<file path="config.mk">
export PLATFORM = sky130hd
export DESIGN_NAME = pc_next_unit
export DESIGN_NICKNAME = d
export VERILOG_FILES = /design/src/rtl/pc_next_unit.sv
export SDC_FILE = /design/constraint.sdc
export NUM_CORES = 1
export LEC_CHECK = 0
export ABC_AREA = 0
export CORE_UTILIZATION = 40
export CTS_CLUSTER_DIAMETER = 40
export DETAILED_ROUTE_END_ITERATION = 10
export GPL_TIMING_DRIVEN = 0
export PLACE_DENSITY = 0.82
export SYNTH_ARGS = -nofsm -noshare
export SYNTH_HDL_FRONTEND = slang
export SYNTH_SLANG_ARGS = --single-unit
export TNS_END_PERCENT = 10
</file>
<file path="constraint.sdc">
create_clock -name clk -period 3.28 [get_ports clk]
set_clock_uncertainty 0.2 [all_clocks]
set_input_delay 0.656 -clock clk [delete_from_list [all_inputs] [get_ports clk]]
set_output_delay 0.656 -clock clk [all_outputs]
set_load 0.05 [all_outputs]
</file>
<file path="src/rtl/pc_next_unit.sv">
// Registered program-counter unit: condition resolve, next-PC select, stall hold.
// Define PC_NEXT_RAS_EN to build the return-address stack; otherwise ret is a plain jump.
module pc_next_unit #(
  parameter int unsigned      WIDTH     = 32,
  parameter logic [WIDTH-1:0] RESET_PC  = '0,
  parameter int unsigned      PC_STEP   = 4,
  parameter int unsigned      RAS_DEPTH = 4
) (
  input  logic             clk,
  input  logic             rst_n,
  input  logic             stall,
  input  logic [2:0]       cond,
  input  logic [WIDTH-1:0] a,
  input  logic [WIDTH-1:0] target,
  input  logic             call,
  input  logic             ret,
  output logic [WIDTH-1:0] pc,
  output logic [WIDTH-1:0] npc,
  output logic             redirect,
  output logic             ras_empty,
  output logic             ras_full,
  output logic             ret_miss
);

  typedef enum logic [2:0] {
    C_NEVER  = 3'd0,
    C_ALWAYS = 3'd1,
    C_LT     = 3'd2,
    C_EQ     = 3'd3,
    C_GT     = 3'd4,
    C_LE     = 3'd5,
    C_GE     = 3'd6,
    C_NE     = 3'd7
  } cond_e;

  logic             lt, eq, gt, taken;
  logic [WIDTH-1:0] pc_d;
  logic             redirect_d, ret_miss_d;

  assign npc = pc + WIDTH'(PC_STEP);

  // NOTE: every always_comb output gets a default first so no path can infer a latch.
  always_comb begin
    lt    = a[WIDTH-1];
    eq    = (a == '0);
    gt    = !lt && !eq;
    taken = 1'b0;
    case (cond_e'(cond))
      C_NEVER:  taken = 1'b0;
      C_ALWAYS: taken = 1'b1;
      C_LT:     taken = lt;
      C_EQ:     taken = eq;
      C_GT:     taken = gt;
      C_LE:     taken = lt || eq;
      C_GE:     taken = !lt;
      C_NE:     taken = !eq;
      default:  taken = 1'b0;
    endcase
  end

`ifdef PC_NEXT_RAS_EN
  localparam int unsigned PW = $clog2(RAS_DEPTH);
  localparam int unsigned CW = $clog2(RAS_DEPTH + 1);

  logic [WIDTH-1:0] ras_mem [RAS_DEPTH];
  logic [PW-1:0]    ras_ptr, ras_top_idx, ras_wr_idx;
  logic [CW-1:0]    ras_cnt;
  logic             ras_pop, ras_push, ras_swap, ras_inc, ras_we;

  // ras_ptr is the next free slot; the top of stack sits just below it.
  assign ras_top_idx = ras_ptr - PW'(1);
  assign ras_empty   = (ras_cnt == '0);
  assign ras_full    = (ras_cnt == CW'(RAS_DEPTH));

  always_comb begin
    ras_pop  = 1'b0;
    ras_push = 1'b0;
    ras_swap = 1'b0;
    if (!stall) begin
      ras_swap = call && ret;
      ras_pop  = ret && !call && !ras_empty;
      ras_push = call && taken && !ret;
    end
    ras_inc    = ras_push || (ras_swap && ras_empty);
    ras_we     = ras_push || ras_swap;
    ras_wr_idx = (ras_swap && !ras_empty) ? ras_top_idx : ras_ptr;
  end

  // NOTE: the stack storage has no reset; pointer and count alone define its contents.
  always_ff @(posedge clk) begin
    if (ras_we) ras_mem[ras_wr_idx] <= npc;
  end

  always_ff @(posedge clk or negedge rst_n) begin
    if (!rst_n) begin
      ras_ptr <= '0;
      ras_cnt <= '0;
    end else if (ras_inc) begin
      ras_ptr <= ras_ptr + PW'(1);
      if (!ras_full) ras_cnt <= ras_cnt + CW'(1);
    end else if (ras_pop) begin
      ras_ptr <= ras_top_idx;
      ras_cnt <= ras_cnt - CW'(1);
    end
  end
`else
  logic unused_ras;
  assign unused_ras = &{1'b0, call, RAS_DEPTH[0]};
  assign ras_empty  = 1'b1;
  assign ras_full   = 1'b0;
`endif

  always_comb begin
    pc_d       = pc;
    redirect_d = redirect;
    ret_miss_d = 1'b0;
    if (!stall) begin
      if (ret) begin
        redirect_d = 1'b1;
`ifdef PC_NEXT_RAS_EN
        if (!ras_empty) begin
          pc_d = ras_mem[ras_top_idx];
        end else begin
          pc_d       = target;
          ret_miss_d = 1'b1;
        end
`else
        pc_d = target;
`endif
      end else if (taken) begin
        pc_d       = target;
        redirect_d = 1'b1;
      end else begin
        pc_d       = npc;
        redirect_d = 1'b0;
      end
    end
  end

  // NOTE: sequential state uses non-blocking assignments so all flops update together.
  always_ff @(posedge clk or negedge rst_n) begin
    if (!rst_n) begin
      pc       <= RESET_PC;
      redirect <= 1'b0;
      ret_miss <= 1'b0;
    end else begin
      pc       <= pc_d;
      redirect <= redirect_d;
      ret_miss <= ret_miss_d;
    end
  end

endmodule

</file>
# Word level (Yosys, flattened, before mapping)
# Index checks and enable logic that the tools add are counted.
# classes
n_mux	5
n_addsub	1
n_eq_ne	7
n_reduce_logical	6
# op_table
cell	n
two-way mux 32 bit	2
adder 32 x 3 -> 32 bit (second input constant)	1
logical NOT 32 bit	1
== test 3 bit (second input constant)	4
case mux 1 bit (8 select lines)	1
== test 3 x 2 -> 1 bit (second input constant)	2
== test 3 x 1 -> 1 bit (second input constant)	1
logical NOT 3 bit	1
logical NOT 1 bit	2
two-way mux 1 bit	2
logical AND 1 bit	1
logical OR 1 bit	1
# totals
regBits	33
out_inout_bits	68

# Logic depth before layout (Yosys ltp)
# Gate-level depths: netlist of run 1.
# logic_depth
depth_word	6
mapped_depth	8
ltp_nobuf	6

# Worst setup path before layout of run 1
# Ideal clock, no wire load.
# synth_timing
kind	register to output
start	register pc[8]
end	output npc[29]
path_stages_with_launch	7
setup_slack_ns	-0.334
arrival_ns	2.758
required_time_ns	2.424
path_buffers	1
path_cell_list	dfrtp_1 buf_2 and4_1 nand4_4 nor4_4 nand3_1 xnor2_1
# synth_via
elab_chain_len	1
# synth_lines
element	line_no	source
start: declaration	17	output logic [WIDTH-1:0] pc,
start signal: assignment	147	pc <= pc_d;
adder 32 x 3 -> 32 bit	40	assign npc = pc + WIDTH'(PC_STEP);
end: declaration	18	output logic [WIDTH-1:0] npc,
# Every way passes these cells.

# Final worst setup path of run 1
# layout_timing
start	register pc[22]
end	output npc[27]
# The elaborated chain is that of the path after synthesis.

==> impl_metrics.env, run 1 <==
export IMPL_status="finished clean"
export IMPL_dr_total_vias=3110
export IMPL_worstReg2RegEnd="pc[27]"
export IMPL_power_static_leakage_nw=1.645
export IMPL_worst_slew_margin_rel=0.4709
export IMPL_clock_insertion_delay_worst_skew_ps=290
export IMPL_p_sw_w=0.0009614
export IMPL_clk_path_buf_depth=2
export IMPL_hold_violations=0
export IMPL_ys_flop_type="dfrtp_1"
export IMPL_gp_routability_congestion=0.8403
export IMPL_synth_top_area_cell="dfrtp_1"
export IMPL_period_needed_ps=3182
export IMPL_seq_power_share=0.300
export IMPL_synthMostInstantiatedCell="nand3_1"
export IMPL_finish_net_count=528
export IMPL_place_port_buffers=135
export IMPL_crit_path_end_kind="output port"
export IMPL_post_drt_via_cell_ratio=5.846
export IMPL_clkTransAtPathRegs_ps=70
export IMPL_grt_pass1_wl_um=13690
export IMPL_criticalPathCategory="flip-flop to output port"
export IMPL_numClockSinks=33
export IMPL_critPathLaunchType="flip-flop"
export IMPL_crit_reg2reg_launch="pc[22]"
export IMPL_yosysSeqAreaShare=0.3169
export IMPL_drt_iter0_markers=182
export IMPL_cp_startpoint="pc[22]"
export IMPL_data_arrival_time_of_the_worst_path_ps=2330
export IMPL_timing_setup_tns_ps=0
export IMPL_ant_nets=0
export IMPL_critPathMaxFanout=6
export IMPL_critical_path_max_stage_delay_ps=480
export IMPL_number_of_pins_exceeding_their_max_slew_limit_in_the_final_report=0
export IMPL_yosysWarnings=0
export IMPL_cp_cell_sequence="and4_1, nand3_1, nor4_4, buf_4, nand3_1, xnor2_2, buf_4"
export IMPL_route_detailed_wl_per_inst_um=16.05
export IMPL_layout_area_overhead_vs_synth_pct=59.87
export IMPL_pin_count=140
export IMPL_drt_drc_violations_left=0
export IMPL_grt_setup_unrepaired="yes"
export IMPL_synth_cell_area_um2=2606
export IMPL_cell_types_with_the_largest_area_share_after_synthesis="dfrtp_1 32%, xnor2_1 8.1%, nand3_1 7.9%, nand3b_1 7.8%, nand4_1 7.2%"
export IMPL_tightestPinTransition_ps=793.6
export IMPL_clock_tree_from_tritoncts="yes"
export IMPL_grt_overflow_total=0
export IMPL_floorplan_initialDensity=0.4128
export IMPL_first_global_vias=2869
export IMPL_antenna_diode_count=0
export IMPL_worst_path_dominant_cell_family="simple AND/OR/NAND/NOR gates"
export IMPL_synthesis_instances=314
export IMPL_clock_root_buffer="clkbuf_8"
export IMPL_cp_buffers_inverters=2
export IMPL_sw_frac_of_total=0.4851
export IMPL_number_of_iterations_in_the_first_detailed_routing_pass=5
export IMPL_internal_power_w=0.001021
export IMPL_logic_depth_of_the_worst_register_to_register_path=7
export IMPL_finalCritPeriodShare=0.9700
export IMPL_floorplan_core_area_um2=6314
export IMPL_antenna_found_initial=0
export IMPL_yosys_register_bits=33
export IMPL_finalSetupViolCount=0
export IMPL_grt_max_degree=34
export IMPL_globalRouteTotalUtil=0.2655
export IMPL_routed_wirelength_um=8539
export IMPL_r2r_setup_slack_ps=730
export IMPL_max_clock_freq_mhz=314.3
export IMPL_post_route_cells_drive_above_1_share=0.1363
export IMPL_htree_levels=2
export IMPL_row_count=29
export IMPL_p_clk_frac=0.160
export IMPL_clock_buffer_count_from_cts=5
export IMPL_synth_distinct_cells=41
export IMPL_design_die_area_um2=6843
export IMPL_place_detailed_hpwl_um=6468
export IMPL_hold_class="input pin to async pin"
export IMPL_chipHeight_um=82.72
export IMPL_post_layout_total_power_w=0.001982
export IMPL_comb_power_share=0.540
export IMPL_dieWidth_um=82.72
export IMPL_max_cap_violations=0
export IMPL_slowest_stage="dfrtp_1"
export IMPL_mean_instance_size_in_the_synthesized_netlist_um2=8.300
export IMPL_power_per_cell_area_nw_per_um2=475.7
export IMPL_synth_top_cells_by_count="41 x nand3_1, 37 x nand2_1, 33 x dfrtp_1"
export IMPL_asyncSetResetFlopFracSynth=1.000
export IMPL_worstPathRequired_ps=2420
export IMPL_portion_of_synthesized_cell_area_occupied_by_the_leading_cell_type=0.3169
export IMPL_max_vdd_ir_drop_mv=0.2547
export IMPL_synth_edf_count=0
==> power by group through the flow <==
stage               clock network (W)  registers [W]  logic [W]
global placement                    0       0.000577    0.00110
CTS                          0.000321       0.000576    0.00109
floorplan                           0       0.000786   0.000485
global route                 0.000336       0.000611    0.00113
detailed placement                  0       0.000583    0.00111
finish                       0.000318       0.000594    0.00107
==> state kept, by name, summed over array words and instances, names as in the netlist <==
name,count
pc,32
redirect,1
==> worst max-delay path by stage <==
stage	endpoint	slack (ps)	depth (start not counted)
after floorplan	npc[20]	-280	6
after global placement	npc[28]	-450	7
after detailed placement	npc[30]	-480	7
after CTS	npc[31]	-180	7
after global routing	npc[27]	-60	7
final	npc[27]	100	7
==> kinds of logic (layout without fill, tap and decap cells) <==
family                     Yosys count  after routing  share of synthesized area
and+or+nand+nor                    191            191                     0.4479
buffers and inverters               37            177                    0.06481
DFF                                 33             33                     0.3168
xor gates and xnor gates            28             28                    0.09409
AOI/OAI and AO/OA                   16             16                    0.04369
muxes                                6              6                    0.02496
other                                2              3                   0.002882
adders and majority gates            1              1                   0.004800
==> area by class of cell <==
type,count,area (um2)
clock buffers,7,86.33
well taps,77,96.34
repair buffers,137,1304
flip-flops and latches,33,832.0
fillers,530,2147
inverters,8,30.03
multi-input cells,245,1693
plain buffers,25,125.1
==> layout by cell type, fill, tap and decap left out, drive strengths merged, types with 5 or more instances in the layout <==
cell             n
clkdlybuf4s50  110
nand3           41
nand2           37
dfrtp           33
nand4           32
nand3b          27
buf             27
xnor2           24
or4             23
clkbuf          21
nor4            10
inv              8
dlygate4sd2      7
a21oi            5
nor2             5
==> stage by stage <==
stage / area, um2 / hold slack, ps / instances / utilization / setup WS (ps)
finish: 4167 / 246.7 / 532 / 0.6599 / 98.29
CTS: 4175 / 266.1 / 533 / 0.6613 / -183.7
floorplan: 2640 / 160.4 / 315 / - / -282.1
global placement: 4088 / 290.5 / 527 / 0.6474 / -454.1
detailed placement: 4083 / 297.5 / 527 / 0.6467 / -477.2
global route: 4167 / 307.5 / 532 / 0.6599 / -61.94
==> timing repair <==
action | 4_1_cts | 5_1_grt
resized for setup | 61 | 43
pin swaps | 0 | 4
buffers inserted | 0 | 2
hold buffers | 0 | 0
endpoints found under the setup margin | 25 | 40
cloned | 0 | 0
==> routing by layer <==
layer	global-route usage	up-vias	part of all wire	wire, um
li1	-	1446	-	-
met4	0.08793	0	0.010	85
met3	0.06813	8	0.085	726
met1	0.3390	1493	0.40	3440
met5	0	-	0	0
met2	0.4344	163	0.50	4287
Note: power is estimated with default switching activity, not from simulation.
==> run 2: changes to the inputs <==
--- a/config.mk
+++ b/config.mk
@@ -6,11 +6,12 @@
 export NUM_CORES = 1
 export LEC_CHECK = 0
 export ABC_AREA = 0
-export CORE_UTILIZATION = 40
+export CORE_UTILIZATION = 41
+export CTS_BUF_LIST = sky130_fd_sc_hd__clkbuf_8
 export CTS_CLUSTER_DIAMETER = 40
 export DETAILED_ROUTE_END_ITERATION = 10
 export GPL_TIMING_DRIVEN = 0
-export PLACE_DENSITY = 0.82
+export PLACE_DENSITY = 0.84
 export SYNTH_ARGS = -nofsm -noshare
 export SYNTH_HDL_FRONTEND = slang
 export SYNTH_SLANG_ARGS = --single-unit
==> impl_metrics.env, run 2 (synthesized netlist as in run 1, its figures left out) <==
export IMPL_drt_iter0_markers=207
export IMPL_design_die_area_um2=6680
export IMPL_status="finished clean"
export IMPL_dr_total_vias=3090
export IMPL_clkTransAtPathRegs_ps=70
export IMPL_numClockSinks=33
export IMPL_clock_tree_from_tritoncts="yes"
export IMPL_finalCritPeriodShare=0.9675
export IMPL_placed_cells_incl_taps=525
export IMPL_max_vdd_ir_drop_mv=0.3235
export IMPL_post_route_cells_drive_above_1_share=0.1316
export IMPL_clock_buffer_count_from_cts=5
export IMPL_criticalPathCategory="flip-flop to output port"
export IMPL_routed_wirelength_um=8735
export IMPL_chipHeight_um=81.73
export IMPL_layout_cells_most_common_list="111 x clkdlybuf4s50_1, 40 x nand3_1, 37 x nand2_1, 31 x dfrtp_1, 30 x nand4_1"
export IMPL_antenna_diode_count=0
export IMPL_crit_path_end_kind="output port"
export IMPL_layout_area_overhead_vs_synth_pct=59.48
export IMPL_finish_cell_count_without_fillers=531
export IMPL_critPathMaxFanout=8
export IMPL_hold_class="input pin to async pin"
export IMPL_floorplan_core_area_um2=6026
export IMPL_timing_setup_tns_ps=0
export IMPL_hold_buffers=0
export IMPL_grt_pass1_wl_um=13690
export IMPL_pin_count=140
export IMPL_power_static_leakage_nw=1.662
export IMPL_row_count=28
export IMPL_number_of_iterations_in_the_first_detailed_routing_pass=5
export IMPL_layout_filler_cells=501
export IMPL_biggestRegsByFlops="pc (32), redirect (1)"
export IMPL_worst_slew_margin_rel=0.4966
export IMPL_post_route_util=0.6898
export IMPL_place_detailed_hpwl_um=6598
export IMPL_gp_routability_congestion=0.8166
export IMPL_final_common_cell="clkdlybuf4s50_1"
export IMPL_layout_cell_area_non_filler_um2=4156
export IMPL_critPathLaunchType="flip-flop"
export IMPL_grt_setup_unrepaired="yes"
export IMPL_post_drt_via_cell_ratio=5.819
export IMPL_clock_insertion_delay_worst_skew_ps=290
export IMPL_number_of_pins_exceeding_their_max_slew_limit_in_the_final_report=0
export IMPL_grt_overflow_total=0
export IMPL_placed_cell_area_um2=4080
export IMPL_clock_root_buffer="clkbuf_8"
export IMPL_floorplan_initialDensity=0.4325
export IMPL_ant_nets=0
export IMPL_place_port_buffers=135
export IMPL_hold_violations=0
export IMPL_post_layout_total_power_w=0.002067
export IMPL_route_detailed_wl_per_inst_um=16.45
export IMPL_globalRouteTotalUtil=0.2676
export IMPL_largest_register="pc"
export IMPL_finish_net_count=528
export IMPL_largest_reg_flops=32
export IMPL_worstPathRequired_ps=2420
export IMPL_max_cap_violations=0
export IMPL_data_arrival_time_of_the_worst_path_ps=2320
export IMPL_clk_path_buf_depth=2
export IMPL_power_per_cell_area_nw_per_um2=497.3
export IMPL_finalSetupViolCount=0
export IMPL_max_clock_freq_mhz=315.1
export IMPL_grt_max_degree=34
export IMPL_drt_drc_violations_left=0
export IMPL_dieWidth_um=81.73
export IMPL_tightestPinTransition_ps=755.1
export IMPL_period_needed_ps=3173
export IMPL_first_global_vias=2865
export IMPL_htree_levels=2
export IMPL_antenna_found_initial=0
export IMPL_logic_depth_of_the_worst_register_to_register_path=7
## run 2: worst max-delay path, stage by stage (launching register included)
cell	delay (ps)
dfrtp_1	350
buf_2	180
and4_2	350
nand4_4	220
or3_1	410
xnor2_1	220
buf_2	300
## run 2: repair_timing
| action | in CTS | in global routing |
|---|---|---|
| setup endpoints to repair | 25 | 43 |
| gates resized for setup | 57 | 40 |
| pin swaps | 0 | 3 |
| cloned | 0 | 0 |
| buffers inserted | 0 | 1 |
## run 2: metal layers
layer | global-route usage | part of all wire | up-vias
met5 | 0 | 0 | -
met4 | 0.09123 | 0.016 | 0
met3 | 0.06556 | 0.088 | 18
met2 | 0.4347 | 0.49 | 167
met1 | 0.3445 | 0.40 | 1462
li1 | - | - | 1443
## run 2: cell type report
type | count | area, um2 | share of cell area
Sequential cell | 33 | 828.3 | 0.1993
Timing Repair Buffer | 136 | 1280 | 0.3079
Inverter | 8 | 30.03 | 0.007225
Clock inverter | 2 | 33.78 | 0.008128
Tap cell | 75 | 93.84 | 0.02258
Clock buffer | 6 | 82.58 | 0.01987
Buffer | 26 | 128.9 | 0.03101
Multi-Input combinational cell | 245 | 1679 | 0.4040
## run 2: report_power, final
group / switching [W] / total [W] / leakage (nW) / internal [W]
clock: 0.000159 / 0.000403 / 0.0626 / 0.000245
sequential: 0.000119 / 0.000589 / 0.389 / 0.000470
combinational: 0.000697 / 0.00107 / 1.21 / 0.000378
## run 2: worst paths after layout
| kind | start | slack [ps] | endpoint |
|---|---|---|---|
| worst max-delay path | pc[8] | 110 | npc[24] |
| worst min-delay path | rst_n | 230 | pc[6] |
| worst max register to register | pc[8] | 820 | pc[29] |
| worst min register to register | redirect | 330 | redirect |
| max in group asynchronous | rst_n | 2110 | pc[19] |
| min in group clk | redirect | 330 | redirect |
## run 2: through the flow
step	setup slack (ps)	hold WS, ps
2_1_floorplan	-282.1	160.4
3_3_place_gp	-425.5	292.6
3_5_place_dp	-510.3	311.2
4_1_cts	-199.3	263.3
5_1_grt	-116.4	294.2
6_report	106.5	231.3
==> run 3: changes to the inputs <==
--- a/config.mk
+++ b/config.mk
@@ -5,13 +5,13 @@
 export SDC_FILE = /design/constraint.sdc
 export NUM_CORES = 1
 export LEC_CHECK = 0
-export ABC_AREA = 0
-export CORE_UTILIZATION = 41
+export ABC_AREA = 1
+export CORE_UTILIZATION = 42
 export CTS_BUF_LIST = sky130_fd_sc_hd__clkbuf_8
 export CTS_CLUSTER_DIAMETER = 40
 export DETAILED_ROUTE_END_ITERATION = 10
 export GPL_TIMING_DRIVEN = 0
-export PLACE_DENSITY = 0.84
+export PLACE_DENSITY = 0.83
 export SYNTH_ARGS = -nofsm -noshare
 export SYNTH_HDL_FRONTEND = slang
 export SYNTH_SLANG_ARGS = --single-unit
==> impl_metrics.env, run 3 <==
export IMPL_synthMostInstantiatedCell="nand2_1"
export IMPL_finish_cell_count_without_fillers=657
export IMPL_internal_power_w=0.0009421
export IMPL_chipHeight_um=83.67
export IMPL_drt_iter0_markers=168
export IMPL_finalCritPeriodShare=0.9620
export IMPL_criticalPathCategory="flip-flop to output port"
export IMPL_final_common_cell="nand2_1"
export IMPL_synth_cell_area_um2=2801
export IMPL_clk_path_buf_depth=2
export IMPL_critPathMaxFanout=5
export IMPL_yosysWarnings=0
export IMPL_dieWidth_um=83.67
export IMPL_seq_power_share=0.293
export IMPL_drt_drc_violations_left=0
export IMPL_crit_path_end_kind="output port"
export IMPL_critPathLaunchType="flip-flop"
export IMPL_clock_insertion_delay_worst_skew_ps=290
export IMPL_antenna_diode_count=0
export IMPL_max_cap_violations=0
export IMPL_pin_count=140
export IMPL_largest_register="pc"
export IMPL_place_port_buffers=135
export IMPL_hold_violations=0
export IMPL_p_sw_w=0.0009329
export IMPL_layout_filler_cells=580
export IMPL_cts_repair_timing_setup_buffer_count=0
export IMPL_register_area_um2=825.8
export IMPL_cell_types_with_the_largest_area_share_after_synthesis="dfrtp_1 29%, nand2_1 16%, nand3_1 12%, nor2_1 8.8%, nand4_1 7.8%"
export IMPL_status="finished clean"
export IMPL_comb_power_share=0.551
export IMPL_power_per_cell_area_nw_per_um2=438.3
export IMPL_period_needed_ps=3155
export IMPL_portion_of_synthesized_cell_area_occupied_by_the_leading_cell_type=0.2948
export IMPL_worst_slew_margin_rel=0.4833
export IMPL_mean_instance_size_in_the_synthesized_netlist_um2=6.396
export IMPL_finish_net_count=654
export IMPL_grt_setup_unrepaired="no"
export IMPL_numClockSinks=33
export IMPL_placed_cell_area_um2=4248
export IMPL_synth_top_cells_by_count="116 x nand2_1, 69 x nand3_1, 66 x nor2_1"
export IMPL_tightestPinTransition_ps=775.0
export IMPL_ant_nets=0
export IMPL_placed_cells_incl_taps=651
export IMPL_multi_input_comb_area_um2=1703
export IMPL_clock_root_buffer="clkbuf_8"
export IMPL_p_clk_frac=0.156
export IMPL_layout_cell_area_non_filler_um2=4278
export IMPL_worst_hold_slack_ps=233.7
export IMPL_floorplan_initialDensity=0.4387
export IMPL_htree_levels=2
export IMPL_synth_edf_count=0
export IMPL_gp_routability_congestion=0.9256
export IMPL_routed_wirelength_um=10320
export IMPL_synth_top_area_cell="dfrtp_1"
export IMPL_yosys_register_bits=33
export IMPL_hold_class="input pin to async pin"
export IMPL_yosysSeqAreaShare=0.2948
export IMPL_route_detailed_wl_per_inst_um=15.70
export IMPL_r2r_setup_slack_ps=1150
export IMPL_dr_max_layer_used="met4"
export IMPL_post_drt_via_cell_ratio=5.347
export IMPL_design_die_area_um2=7001
export IMPL_clkTransAtPathRegs_ps=70
export IMPL_post_route_util=0.6699
export IMPL_wl_met2_um=5236
export IMPL_finalSetupViolCount=0
export IMPL_clock_buffer_count_from_cts=5
export IMPL_place_detailed_hpwl_um=8352
export IMPL_layout_cells_most_common_list="116 x nand2_1, 109 x clkdlybuf4s50_1, 69 x nand3_1, 65 x nor2_1, 40 x inv_1"
export IMPL_asyncSetResetFlopFracSynth=1.000
export IMPL_number_of_pins_exceeding_their_max_slew_limit_in_the_final_report=0
export IMPL_power_static_leakage_nw=1.976
export IMPL_clock_tree_from_tritoncts="yes"
export IMPL_max_clock_freq_mhz=316.9
export IMPL_ys_flop_type="dfrtp_1"
export IMPL_layout_area_overhead_vs_synth_pct=52.70
export IMPL_sw_frac_of_total=0.4975
export IMPL_synth_distinct_cells=26
export IMPL_floorplan_core_area_um2=6386
export IMPL_hold_buffers=0
export IMPL_dr_total_vias=3513
export IMPL_post_route_cells_drive_above_1_share=0.07241
export IMPL_grt_pass1_wl_um=16870
export IMPL_largest_reg_flops=32
export IMPL_synthesis_instances=438
export IMPL_row_count=29
export IMPL_number_of_iterations_in_the_first_detailed_routing_pass=5
export IMPL_antenna_found_initial=0
export IMPL_data_arrival_time_of_the_worst_path_ps=2300
export IMPL_wl_met3_um=549
export IMPL_grt_overflow_total=0
export IMPL_max_vdd_ir_drop_mv=0.3088
export IMPL_worstPathRequired_ps=2420
export IMPL_logic_depth_of_the_worst_register_to_register_path=8
export IMPL_first_global_vias=3533
export IMPL_grt_max_degree=34
export IMPL_globalRouteTotalUtil=0.3012
export IMPL_wirelength_met1_um=4378
export IMPL_biggestRegsByFlops="pc (32), redirect (1)"
==> run 3: power by group through the flow <==
stage	registers [W]	clock network, W	logic, W
detailed placement	0.000554	0	0.00106
CTS	0.000547	0.000293	0.00104
global placement	0.000551	0	0.00105
finish	0.000548	0.000293	0.00103
floorplan	0.000734	0	0.000466
global route	0.000557	0.000311	0.00109
==> run 3: cell families after synthesis <==
family | count (synthesis) | synth area share
other | 2 | 0.002681
and+or+nand+nor | 310 | 0.5042
DFF | 33 | 0.2948
AOI/OAI and AO/OA | 5 | 0.01429
buffers and inverters | 62 | 0.1014
adders and majority gates | 1 | 0.004466
xor gates and xnor gates | 25 | 0.07816
==> run 3: per-layer routing <==
metal  vias to the layer above  GRT usage
met1                      1670     0.3698
met3                        14    0.04946
met5                         -          0
met4                         0     0.1032
li1                       1709          -
met2                       120     0.5322
==> run 3: critical path, cell delays in order, from the launching register on <==
cell and delay (ps):
dfrtp_1 440, ha_1 280, nand2_1 190, xor2_1 250, clkdlybuf4s50_1 850
==> run 3: final timing paths <==
path	start	endpoint
setup / recovery	pc[3]	npc[8]
hold / removal	rst_n	pc[23]
setup reg to reg	pc[3]	pc[22]
hold reg to reg	redirect	redirect
max in group asynchronous	rst_n	pc[31]
min in group clk	redirect	redirect
==> run 3: timing repair <==
action / in CTS / in global routing
endpoints found under the setup margin: 21 / 17
gates resized for setup: 29 / 26
hold endpoints to repair: 0 / 0
==> run 3: cell type report <==
type                            count  area share
Multi-Input combinational cell    344      0.3981
Timing Repair Buffer              135      0.3027
Sequential cell                    33      0.1930
Inverter                           40     0.03510
Buffer                             22     0.03130
Tap cell                           77     0.02252
Clock buffer                        5     0.01609
Clock inverter                      1    0.001170
==> run 3: metrics by stage <==
| step | power [W] | setup TNS (ps) | worst slack [ps] |
|---|---|---|---|
| detailed placement | 0.001613 | -51.52 | -24.70 |
| floorplan | 0.001200 | 0 | 109.5 |
| global route | 0.001956 | 0 | 0.6983 |
| CTS | 0.001880 | 0 | 0.3137 |
| finish | 0.001875 | 0 | 124.7 |
| global placement | 0.001596 | 0 | 16.28 |
